==> src/rtl/scan_pkg.sv <==
// Shared constants and digit-select helper for the multiplexed 8-digit hex display scanner.
package scan_pkg;

    localparam int NUM_DIGITS = 8;
    localparam int NIBBLE_W   = 4;
    localparam int CNT_W      = 3;
    localparam int DATA_W     = 32;

    typedef logic [CNT_W-1:0]    digit_idx_t;
    typedef logic [NIBBLE_W-1:0] nibble_t;
    typedef logic [DATA_W-1:0]   disp_word_t;

    // Digit 0 is the leftmost digit, i.e. the most significant nibble.
    function automatic nibble_t digit_of(input disp_word_t d, input digit_idx_t idx);
        digit_idx_t pos;
        disp_word_t shifted;
        pos     = digit_idx_t'(NUM_DIGITS - 1) - idx;
        shifted = d >> (NIBBLE_W * int'(pos));
        return shifted[NIBBLE_W-1:0];
    endfunction

endpackage

==> src/rtl/refresh_prescaler.sv <==
// Digit-slot prescaler: counts 0..DIV-1 while enabled and flags the last count as tick.
module refresh_prescaler #(
    parameter int DIV = 100000
) (
    input  logic clk,
    input  logic rst_n,
    input  logic en,
    output logic tick
);

    localparam int            W    = (DIV > 1) ? $clog2(DIV) : 1;
    localparam logic [W-1:0]  LAST = W'(DIV - 1);

    logic [W-1:0] cnt;

    // With DIV=1 LAST is zero, so tick follows en every cycle.
    assign tick = en && (cnt == LAST);

    // NOTE: sequential state uses non-blocking assignments so every flop samples pre-edge values.
    always_ff @(posedge clk or negedge rst_n) begin
        if (!rst_n) begin
            cnt <= '0;
        end else if (tick) begin
            cnt <= '0;
        end else if (en) begin
            cnt <= cnt + 1'b1;
        end
    end

endmodule

==> src/rtl/display_scanner.sv <==
// Tear-free 8-digit display scanner: a new value waits in a one-deep pending buffer
// and is committed to the displayed word only at a frame boundary.
module display_scanner
    import scan_pkg::*;
#(
    parameter int DIV = 100000
) (
    input  logic                clk,
    input  logic                rst_n,
    input  logic                upd_valid,
    input  logic [DATA_W-1:0]   upd_data,
    output logic                upd_ready,
    input  logic                hold,
    output logic [CNT_W-1:0]    count,
    output logic [NIBBLE_W-1:0] x,
    output logic                frame_done
);

    logic       tick;
    logic       frame_end;
    disp_word_t disp;
    disp_word_t pending;
    logic       pending_full;

    refresh_prescaler #(.DIV(DIV)) u_prescaler (
        .clk  (clk),
        .rst_n(rst_n),
        .en   (~hold),
        .tick (tick)
    );

    // tick already includes !hold, so a held scan can neither advance nor commit.
    assign frame_end = tick && (count == digit_idx_t'(NUM_DIGITS - 1));

    // NOTE: disp and pending are datapath registers but are reset anyway, because a
    // reset must blank the display and discard any value still waiting.
    always_ff @(posedge clk or negedge rst_n) begin
        if (!rst_n) begin
            count        <= '0;
            disp         <= '0;
            pending      <= '0;
            pending_full <= 1'b0;
            frame_done   <= 1'b0;
        end else begin
            if (tick) begin
                count <= count + 1'b1;
            end
            frame_done <= frame_end;
            // Commit needs a full buffer and capture needs an empty one, so they never collide.
            if (frame_end && pending_full) begin
                disp         <= pending;
                pending_full <= 1'b0;
            end else if (upd_valid && !pending_full) begin
                pending      <= upd_data;
                pending_full <= 1'b1;
            end
        end
    end

    assign upd_ready = ~pending_full;
    assign x         = digit_of(disp, count);

endmodule
==> config.mk <==
export PLATFORM = sky130hd
export DESIGN_NAME = display_scanner
export DESIGN_NICKNAME = d
export VERILOG_FILES = /design/src/rtl/scan_pkg.sv /design/src/rtl/refresh_prescaler.sv /design/src/rtl/display_scanner.sv
export SDC_FILE = /design/constraint.sdc
export NUM_CORES = 1
export LEC_CHECK = 0
export BUFFER_PORTS_ARGS = -buffer_cell sky130_fd_sc_hd__buf_2
export CAP_MARGIN = 30
export CELL_PAD_IN_SITES_DETAIL_PLACEMENT = 0
export CELL_PAD_IN_SITES_GLOBAL_PLACEMENT = 1
export CORE_MARGIN = 2
export CORE_UTILIZATION = 48
export CTS_CLUSTER_SIZE = 40
export DETAILED_ROUTE_END_ITERATION = 6
export GPL_ROUTABILITY_DRIVEN = 0
export PLACE_DENSITY = 0.86
export SYNTH_ARGS = -nofsm -noshare
export SYNTH_HDL_FRONTEND = slang
export SYNTH_SLANG_ARGS = --single-unit
==> constraint.sdc <==
create_clock -name clk -period 2.2 [get_ports clk]
set_input_delay 0.22 -clock clk [delete_from_list [all_inputs] [get_ports clk]]
set_output_delay 0.22 -clock clk [all_outputs]
set_load 0.01 [all_outputs]
==> results of run 1 <==
==> final cells by class <==
type / instances / area [µm²] / area share
repair buffers: 55 / 327.8 / 0.07484
flip-flops and latches: 86 / 2152 / 0.4913
multi-input cells: 147 / 1595 / 0.3642
clock buffers: 10 / 127.6 / 0.02913
inverters: 1 / 3.754 / 0.0008569
clock inverters: 6 / 46.29 / 0.01057
well taps: 102 / 127.6 / 0.02913
==> state kept, by name, indices dropped and copies added, names as in the netlist <==
register and flops:
count 3, disp 32, frame_done 1, pending 32, pending_full 1, u_prescaler.cnt 17
==> metal layers <==
layer	part of all wire	GRT usage	up-vias
li1	-	-	993
met1	0.47	0.2301	1123
met2	0.48	0.2651	48
met3	0.045	0.05721	5
met4	0.0071	0.05270	0
met5	0	0	-
==> stage by stage <==
step	area [µm²]	util	power [µW]	cells	setup slack, ns
after floorplan	3817	-	1936	245	0.3951
after global placement	4189	0.5421	2042	390	0.2193
after detailed placement	4189	0.5421	2053	390	0.2040
after CTS	4373	0.5659	3062	407	0.008784
after global routing	4380	0.5669	3185	407	0.009003
final	4380	0.5669	3028	407	0.08668
==> worst reg2reg max path: stages (launching register included) <==
cell	delay, ns
dfrtp_1	0.46
nor4b_2	0.39
nand2_1	0.11
nor4_2	0.43
buf_4	0.21
mux2_2	0.34
==> placed cells by master, fill, tap and decap left out, types with 3 or more instances in the layout <==
cell      synthesis  routed
buf_2             1      43
buf_4             1       9
clkbuf_8          0       9
dfrtp_1          86      86
ha_1              3       3
mux2_2           41      41
mux2_4           29      29
mux4_2            8       8
nand2_1           8       8
nand4_1           6       6
nand4b_1          3       3
nor2_1            9       9
nor4b_2           3       3
xnor2_1          11      11
xor2_1            4       4
==> worst max path at each step <==
stage                           to  slack (ns)
after detailed placement  count[1]        0.20
after global routing          x[2]       0.009
after floorplan           disp[10]        0.40
after CTS                     x[0]       0.009
after global placement    count[1]        0.22
final                         x[2]        0.09
==> what timing repair did <==
action / CTS / global route
hold buffers: 1 / 0
setup endpoints to repair: 0 / 4
resized for setup: 0 / 2
endpoints found under the hold margin: 30 / 0
==> power by group through the flow <==
stage	registers [µW]	clock network [µW]	logic [µW]
after global routing	1820	1110	248
after global placement	1830	0	210
after detailed placement	1840	0	215
after CTS	1810	1040	218
final	1810	1010	215
after floorplan	1790	0	144
==> cells by family after synthesis <==
logic type	after synthesis	synth area share
AOI/OAI and AO/OA	3	0.004589
xor gates and xnor gates	16	0.03868
adders and majority gates	3	0.009834
buffers and inverters	12	0.01901
DFF	86	0.5637
muxes	78	0.2822
and+or+nand+nor	47	0.08194
==> flow_metrics.py, run 1 <==
metrics = {
    "sta": {
        "fin_crit_ns": 2.113,
        "timing.hold.ws_ns": 0.07882,
        "clock_skew_ns": 0.01405,
        "slew_violations": 0,
        "max-slew-margin-rel": 0.7190,
        "hold_viol_final": 0,
        "worst_pin_slew_ns": 0.4180,
        "rsz0062_at_grt": "no",
        "fin_tns_setup_ns": 0,
        "finalSetupViolations": 0,
        "post-route-period-util": 0.9606,
        "max_freq_mhz": 473.2,
    },
    "logic_synthesis": {
        "synth_largest_area_cell": "dfrtp_1",
        "ys_ff_latch": 86,
        "synth-async-reset-ratio": 1.000,
        "avgSynthCellArea_um2": 15.58,
        "syn_inst": 245,
        "synth_top_flop_cell": "dfrtp_1",
        "ys_types": 33,
        "synth.area.top_cells": "dfrtp_1 56%, mux2_2 12%, mux2_4 11%, mux4_2 4.7%, xnor2_1 2.5%",
        "syn_area_um2": 3817,
        "yosys-top-cells-count": "86 x dfrtp_1, 41 x mux2_2, 29 x mux2_4, 11 x xnor2_1, 9 x nor2_1",
        "yosysMostFrequentCell": "dfrtp_1",
        "synth-edff-count": 0,
        "ys_warn_count": 0,
        "synth_top_cell_area_share": 0.5637,
        "seq_area_frac_synth": 0.5637,
        "synth_nets": 284,
    },
    "hold_path": {
        "min_path_cells": 2,
        "hold_start": "upd_data[25]",
        "min_path_type": "in -> reg",
        "whs_endpoint": "pending[25]",
    },
    "power_and_ir_drop": {
        "total_leakage_power_uw": 0.002169,
        "ir_worst_vdd_mv": 0.3907,
        "internal_power_uw": 2234,
        "power_switching_uw": 794.0,
        "p_comb_frac": 0.071,
        "p_per_area_nw_per_um2": 691.3,
        "seq_power_share": 0.596,
        "clock_power_share": 0.333,
        "p_sw_frac": 0.2622,
    },
    "floorplanning": {
        "die_w_um": 93.18,
        "coreArea_um2": 7727,
        "initial_utilization": 0.4940,
        "die_area_um2": 8683,
        "rows": 32,
        "ioPinCount": 45,
        "die_y_um": 93.18,
    },
    "critical_path": {
        "regToRegStartpoint": "u_prescaler.cnt[11]",
        "crit_path_end_kind": "output pin",
        "cp.buffers_inverters": 2,
        "crit_start": "count[0]",
        "r2r-end": "count[1]",
        "cp_slowest_cell": "mux4_2",
        "r2r.worst_path.cells": 5,
        "arrival_ns": 1.89,
        "slowest_delay_ns": 0.53,
        "critPathLaunchType": "flop",
        "cp_max_fo": 10,
        "worstSetupPathType": "reg -> out",
        "path_delay_family": "multiplexers",
        "required_ns": 1.98,
        "r2r_slack_ns": 0.16,
        "cp.depth": 4,
        "cp_cell_sequence": "buf_8 > mux4_2 > mux2_2 > buf_2",
    },
    "clock_tree": {
        "cts_sinks": 86,
        "cts_buffers": 9,
        "cts_max_level": 3,
        "clk_latency_ns": 0.36,
        "root_buffer": "clkbuf_8",
        "postCtsSetupBuffers": 0,
        "cts.path.max_buffers": 2,
        "cts_tree": "done",
        "clk_pin_slew_ns": 0.10,
    },
    "global_route": {
        "grt.total_usage": 0.1710,
        "first_global_vias": 2268,
        "grt_max_degree": 57,
        "grt_pass1_wl_um": 11150,
        "grt_overflow": 0,
        "antenna_found_initial": 0,
    },
    "place": {
        "dp_hpwl_um": 4652,
        "portBuffers": 44,
    },
    "route": {
        "drtIter0Drc": 57,
        "wire_per_inst_um": 16.35,
        "ant_nets": 0,
        "wirelength_um": 6653,
        "dr.pass1.iters": 4,
        "vias": 2169,
        "route.detailed.drc": 0,
        "routed_via_density": 5.329,
    },
    "finish": {
        "syn2layout_area_growth_pct": 14.75,
        "antennaDiodeCount": 0,
        "fillers": 632,
        "nets": 339,
        "drive_gt1_frac": 0.5115,
    },
    "run": {
        "maxCapViolations": 0,
    },
    "status": {
        "status": "finished, final reports clean",
    },
}
Note: power is estimated with default switching activity, not from simulation.
==> inputs of run 2 (changes only) <==
- REMOVE_ABC_BUFFERS: not set -> 1
==> flow_metrics.py, run 2 (synthesized netlist as in run 1, its figures left out) <==
metrics = {
    "finish": {
        "drive_gt1_frac": 0.5132,
        "mostFrequentLayoutCell": "dfrtp_1",
        "final_util": 0.5691,
        "post-route-cell-area_um2": 4398,
        "top_regs": "disp: 32 flops, pending: 32 flops, u_prescaler.cnt: 17 flops",
        "final_cell_count_no_fill": 406,
        "nets": 338,
        "final_cell_mix": "85 x dfrtp_1, 43 x buf_2, 41 x mux2_2",
        "syn2layout_area_growth_pct": 15.21,
        "antennaDiodeCount": 0,
    },
    "critical_path": {
        "worstSetupPathType": "reg -> out",
        "r2r_slack_ns": 0.25,
        "crit_path_end_kind": "output pin",
        "cp_cell_sequence": "buf_8 > mux4_2 > mux2_2 > buf_2",
        "required_ns": 1.98,
        "slowest_delay_ns": 0.51,
        "critPathLaunchType": "flop",
        "cp_max_fo": 8,
        "cp_slowest_cell": "mux4_2",
        "arrival_ns": 1.88,
    },
    "route": {
        "vias": 2142,
        "route.detailed.drc": 0,
        "wire_per_inst_um": 16.36,
        "wirelength_um": 6644,
        "dr.pass1.iters": 5,
        "drtIter0Drc": 113,
        "routed_via_density": 5.276,
        "ant_nets": 0,
    },
    "power_and_ir_drop": {
        "total_leakage_power_uw": 0.002177,
        "seq_power_share": 0.577,
        "p_sw_frac": 0.2500,
        "p_comb_frac": 0.069,
        "power_switching_uw": 783.0,
        "clock_power_share": 0.354,
        "ir_worst_vdd_mv": 0.3091,
        "p_per_area_nw_per_um2": 712.0,
        "internal_power_uw": 2348,
    },
    "sta": {
        "hold_viol_final": 0,
        "finalSetupViolations": 0,
        "fin_crit_ns": 2.100,
        "slew_violations": 0,
        "post-route-period-util": 0.9546,
        "worst_pin_slew_ns": 0.5460,
        "clock_skew_ns": 0.007679,
        "max_freq_mhz": 476.2,
        "rsz0062_at_grt": "no",
        "max-slew-margin-rel": 0.6360,
    },
    "clock_tree": {
        "cts_max_level": 3,
        "cts_buffers": 9,
        "cts_sinks": 86,
        "clk_latency_ns": 0.35,
        "cts_tree": "done",
        "clk_pin_slew_ns": 0.08,
        "root_buffer": "clkbuf_8",
        "cts.path.max_buffers": 2,
    },
    "floorplanning": {
        "die_area_um2": 8683,
        "die_y_um": 93.18,
        "coreArea_um2": 7727,
        "ioPinCount": 45,
        "rows": 32,
        "die_w_um": 93.18,
        "initial_utilization": 0.4940,
    },
    "place": {
        "portBuffers": 44,
        "dp_hpwl_um": 4552,
        "dp_cells": 388,
        "placed_area_um2": 4174,
    },
    "global_route": {
        "grt_overflow": 0,
        "antenna_found_initial": 0,
        "grt_pass1_wl_um": 11320,
        "first_global_vias": 2259,
        "grt.total_usage": 0.1721,
        "grt_max_degree": 44,
    },
    "status": {
        "status": "finished, final reports clean",
    },
    "hold_path": {
        "min_path_type": "in -> reg",
    },
    "run": {
        "maxCapViolations": 0,
    },
}
[run 2: path summary, 6_finish.rpt]
check / endpoint / start / cells past startpoint
worst max-delay path: x[2] / count[0] / 4
worst min-delay path: pending_full / upd_valid / 2
worst max register to register: disp[20] / u_prescaler.cnt[0] / 6
worst min register to register: pending[6] / pending[6] / 1
max in group asynchronous: pending[14] / rst_n / 3
min in group asynchronous: u_prescaler.cnt[16] / rst_n / 2
[run 2: layer usage]
| metal | global-route usage | vias to the layer above | wire [µm] |
|---|---|---|---|
| met5 | 0 | - | 0 |
| met4 | 0.05147 | 0 | 60 |
| met3 | 0.05479 | 5 | 313 |
| met2 | 0.2687 | 43 | 3223 |
| met1 | 0.2325 | 1103 | 3047 |
| li1 | - | 991 | - |
[run 2: cell type report]
| type | instances | area (µm²) |
|---|---|---|
| Fill cell | 638 | 3329 |
| Multi-Input combinational cell | 147 | 1595 |
| Tap cell | 102 | 127.6 |
| Sequential cell | 86 | 2153 |
| Clock inverter | 6 | 70.07 |
| Timing Repair Buffer | 54 | 320.3 |
| Inverter | 1 | 3.754 |
| Clock buffer | 10 | 127.6 |
[run 2: metrics by stage]
stage / hold WS [ns] / setup TNS, ns / setup WS, ns / power, µW
after floorplan: -0.07559 / -29.37 / -0.7286 / 1933
after global placement: 0.2344 / 0 / 0.3043 / 2041
after detailed placement: 0.2403 / 0 / 0.2744 / 2055
after CTS: 0.07160 / 0 / 0.01785 / 3178
after global routing: 0.06928 / 0 / 0.003719 / 3284
final: 0.08653 / 0 / 0.09986 / 3131
[run 2: critical path, delay by kind of cell, from the launching register on]
| kind | cells | cell delay (ns) |
|---|---|---|
| DFF | 1 | 0.42 |
| muxes | 2 | 0.79 |
| buffers and inverters | 2 | 0.30 |
[run 2: power groups by stage]
stage | clock network, µW | registers (µW) | logic, µW
finish | 1110 | 1810 | 216
CTS | 1150 | 1810 | 222
detailed placement | 0 | 1840 | 218
global placement | 0 | 1830 | 209
global route | 1210 | 1830 | 247
floorplan | 0 | 1800 | 131
[run 2: timing repair]
item	CTS	global route
endpoints found under the hold margin	40	0
hold buffers	1	0
resized for setup	2	1
setup buffers	0	1
endpoints found under the setup margin	4	3
==> inputs of run 3 (changes only) <==
- ABC_AREA: not set -> 1
- CORE_UTILIZATION: 48 -> 45
- PLACE_DENSITY: 0.86 -> 0.88
==> flow_metrics.py, run 3 <==
metrics = {
    "critical_path": {
        "cp_slowest_cell": "dfrtp_1",
        "slowest_delay_ns": 0.44,
        "arrival_ns": 1.68,
        "regToRegStartpoint": "u_prescaler.cnt[0]",
        "r2r-end": "disp[13]",
        "cp_cell_sequence": "buf_4 > nor2_1 > nor2_1 > o21ai_0 > o21ai_0 > nand2_1 > nand2_1 > buf_2",
        "worstSetupPathType": "reg -> out",
        "crit_path_end_kind": "output pin",
        "r2r.worst_path.cells": 9,
        "critPathLaunchType": "flop",
        "required_ns": 1.98,
        "cp_max_fo": 16,
        "r2r_slack_ns": 0.59,
    },
    "route": {
        "wirelength_um": 7893,
        "route.detailed.drc": 0,
        "routed.top_layer": "met4",
        "vias": 2996,
        "ant_nets": 0,
        "wire_per_inst_um": 13.52,
        "dr.pass1.iters": 4,
        "wl_met3_um": 198,
        "routed_via_density": 5.130,
        "drtIter0Drc": 157,
        "met2WireLength_um": 3911,
        "met1_length_um": 3656,
    },
    "power_and_ir_drop": {
        "p_per_area_nw_per_um2": 778.8,
        "power_uw": 3559,
        "total_leakage_power_uw": 0.002415,
        "ir_worst_vdd_mv": 0.4705,
    },
    "finish": {
        "final-seq-area_um2": 2152,
        "multi_input_area_um2": 1567,
        "mostFrequentLayoutCell": "nand2_1",
        "syn2layout_area_growth_pct": 15.06,
        "fillers": 809,
        "nets": 510,
        "final_cell_mix": "121 x nand2_1, 86 x dfrtp_1, 43 x buf_2",
        "top_regs": "disp: 32 flops, pending: 32 flops, u_prescaler.cnt: 17 flops",
        "drive_gt1_frac": 0.2080,
        "antennaDiodeCount": 0,
    },
    "global_route": {
        "grt_overflow": 0,
        "grt_pass1_wl_um": 13970,
        "antenna_found_initial": 0,
        "grt.total_usage": 0.1782,
        "grt_max_degree": 42,
        "first_global_vias": 3029,
    },
    "sta": {
        "clock_skew_ns": 0.008289,
        "max-slew-margin-rel": 0.6965,
        "post-route-period-util": 0.8650,
        "fin_crit_ns": 1.903,
        "slew_violations": 0,
        "rsz0062_at_grt": "no",
        "fin_tns_setup_ns": 0,
        "hold_viol_final": 0,
        "finalSetupViolations": 0,
        "max_freq_mhz": 525.5,
        "worst_pin_slew_ns": 0.4552,
    },
    "clock_tree": {
        "clk_latency_ns": 0.36,
        "clk_pin_slew_ns": 0.09,
        "root_buffer": "clkbuf_8",
        "cts_max_level": 3,
        "cts.path.max_buffers": 2,
        "cts_buffers": 9,
        "cts_tree": "done",
        "cts_sinks": 86,
    },
    "logic_synthesis": {
        "avgSynthCellArea_um2": 9.282,
        "ys_warn_count": 0,
        "synth-async-reset-ratio": 1.000,
        "syn_inst": 428,
        "seq_area_frac_synth": 0.5417,
        "synth_top_cell_area_share": 0.5417,
        "yosysMostFrequentCell": "nand2_1",
        "synth.area.top_cells": "dfrtp_1 54%, nand2_1 11%, nand4_1 5.5%, mux2_2 4.8%, mux2_1 4.3%",
        "ys_ff_latch": 86,
        "syn_area_um2": 3973,
        "synth-edff-count": 0,
        "synth_top_flop_cell": "dfrtp_1",
        "ys_types": 27,
        "synth_largest_area_cell": "dfrtp_1",
        "yosys-top-cells-count": "121 x nand2_1, 86 x dfrtp_1, 35 x nand4_1, 34 x nor2_1, 25 x inv_1",
    },
    "run": {
        "maxCapViolations": 0,
    },
    "floorplanning": {
        "die_w_um": 97.96,
        "ioPinCount": 45,
        "rows": 34,
        "initial_utilization": 0.4600,
        "die_y_um": 97.96,
        "coreArea_um2": 8636,
        "die_area_um2": 9595,
    },
    "place": {
        "portBuffers": 44,
        "dp_hpwl_um": 5355,
    },
    "hold_path": {
        "hold_start": "upd_data[25]",
        "min_path_cells": 2,
        "whs_endpoint": "pending[25]",
        "min_path_type": "in -> reg",
    },
    "status": {
        "status": "finished, final reports clean",
    },
}
-- run 3: changes by cell type in the layout (fill, tap and decap cells not counted), moves of 17 or more --
cell / delta
mux2_2: -24
nand4_1: +29
nor2_1: +25
inv_1: +24
o21ai_0: +17
nand2_1: +113
mux2_4: -29
-- run 3: cells by family after synthesis --
kind of cell,after synthesis,share of synthesized area
xor+xnor,5,0.01102
compound gates,31,0.04094
fa+ha+maj,3,0.009450
buf+inv,57,0.06394
flops,86,0.5417
simple gates,210,0.2321
mux,36,0.1008
-- run 3: critical path: cells and delay by family (launching register included) --
family	cells	cell delay, ns
buffers and inverters	2	0.39
AND/OR/NAND/NOR	4	0.31
flip-flops	1	0.44
AO/OA/AOI/OAI	2	0.18
-- run 3: metrics by stage --
stage / worst slack, ns / hold slack, ns / area, µm² / util / std cells
5_1_grt: 0.1348 / 0.06403 / 4571 / 0.5293 / 584
2_1_floorplan: -0.7153 / -0.07559 / 3846 / - / 405
6_report: 0.2969 / 0.06190 / 4571 / 0.5293 / 584
3_3_place_gp: 0.6776 / 0.2022 / 4292 / 0.4970 / 567
3_5_place_dp: 0.6007 / 0.2077 / 4292 / 0.4970 / 567
4_1_cts: 0.2551 / 0.04915 / 4571 / 0.5293 / 584
-- run 3: power by group --
part           total, µW  leakage, µW  internal, µW  switching, µW
registers           1790      0.00111          1690           96.1
clock network       1470     0.000130           875            595
logic                299      0.00117           133            166
total               3560      0.00241          2700            858
-- run 3: cell type report --
type | instances | area share
Clock buffer | 9 | 0.02710
Multi-Input combinational cell | 285 | 0.3427
Sequential cell | 86 | 0.4708
Clock inverter | 7 | 0.03175
Inverter | 34 | 0.02792
Tap cell | 108 | 0.02956
Timing Repair Buffer | 55 | 0.07008
-- run 3: routing by layer --
layer | GRT usage | up-vias
li1 | - | 1493
met3 | 0.02863 | 12
met2 | 0.3040 | 46
met1 | 0.2290 | 1445
met4 | 0.06838 | 0
met5 | 0 | -
-- run 3: repair_timing --
| action | in CTS | in global routing |
|---|---|---|
| resized for setup | 0 | 0 |
| hold buffers | 1 | 0 |
| buffers inserted | 0 | 0 |
| endpoints found under the hold margin | 33 | 0 |
-- run 3: worst max-delay path by stage --
stage                        from      endpoint  slack (ns)  depth (start not counted)
6_report                 count[0]          x[1]        0.30                          8
5_1_grt                  count[0]          x[2]        0.13                          8
4_1_cts                  count[1]          x[1]        0.26                          6
3_3_place_gp             count[1]       disp[6]        0.68                          5
2_1_floorplan            count[0]  pending_full       -0.72                          5
3_5_place_dp   u_prescaler.cnt[0]      disp[18]        0.60                          9
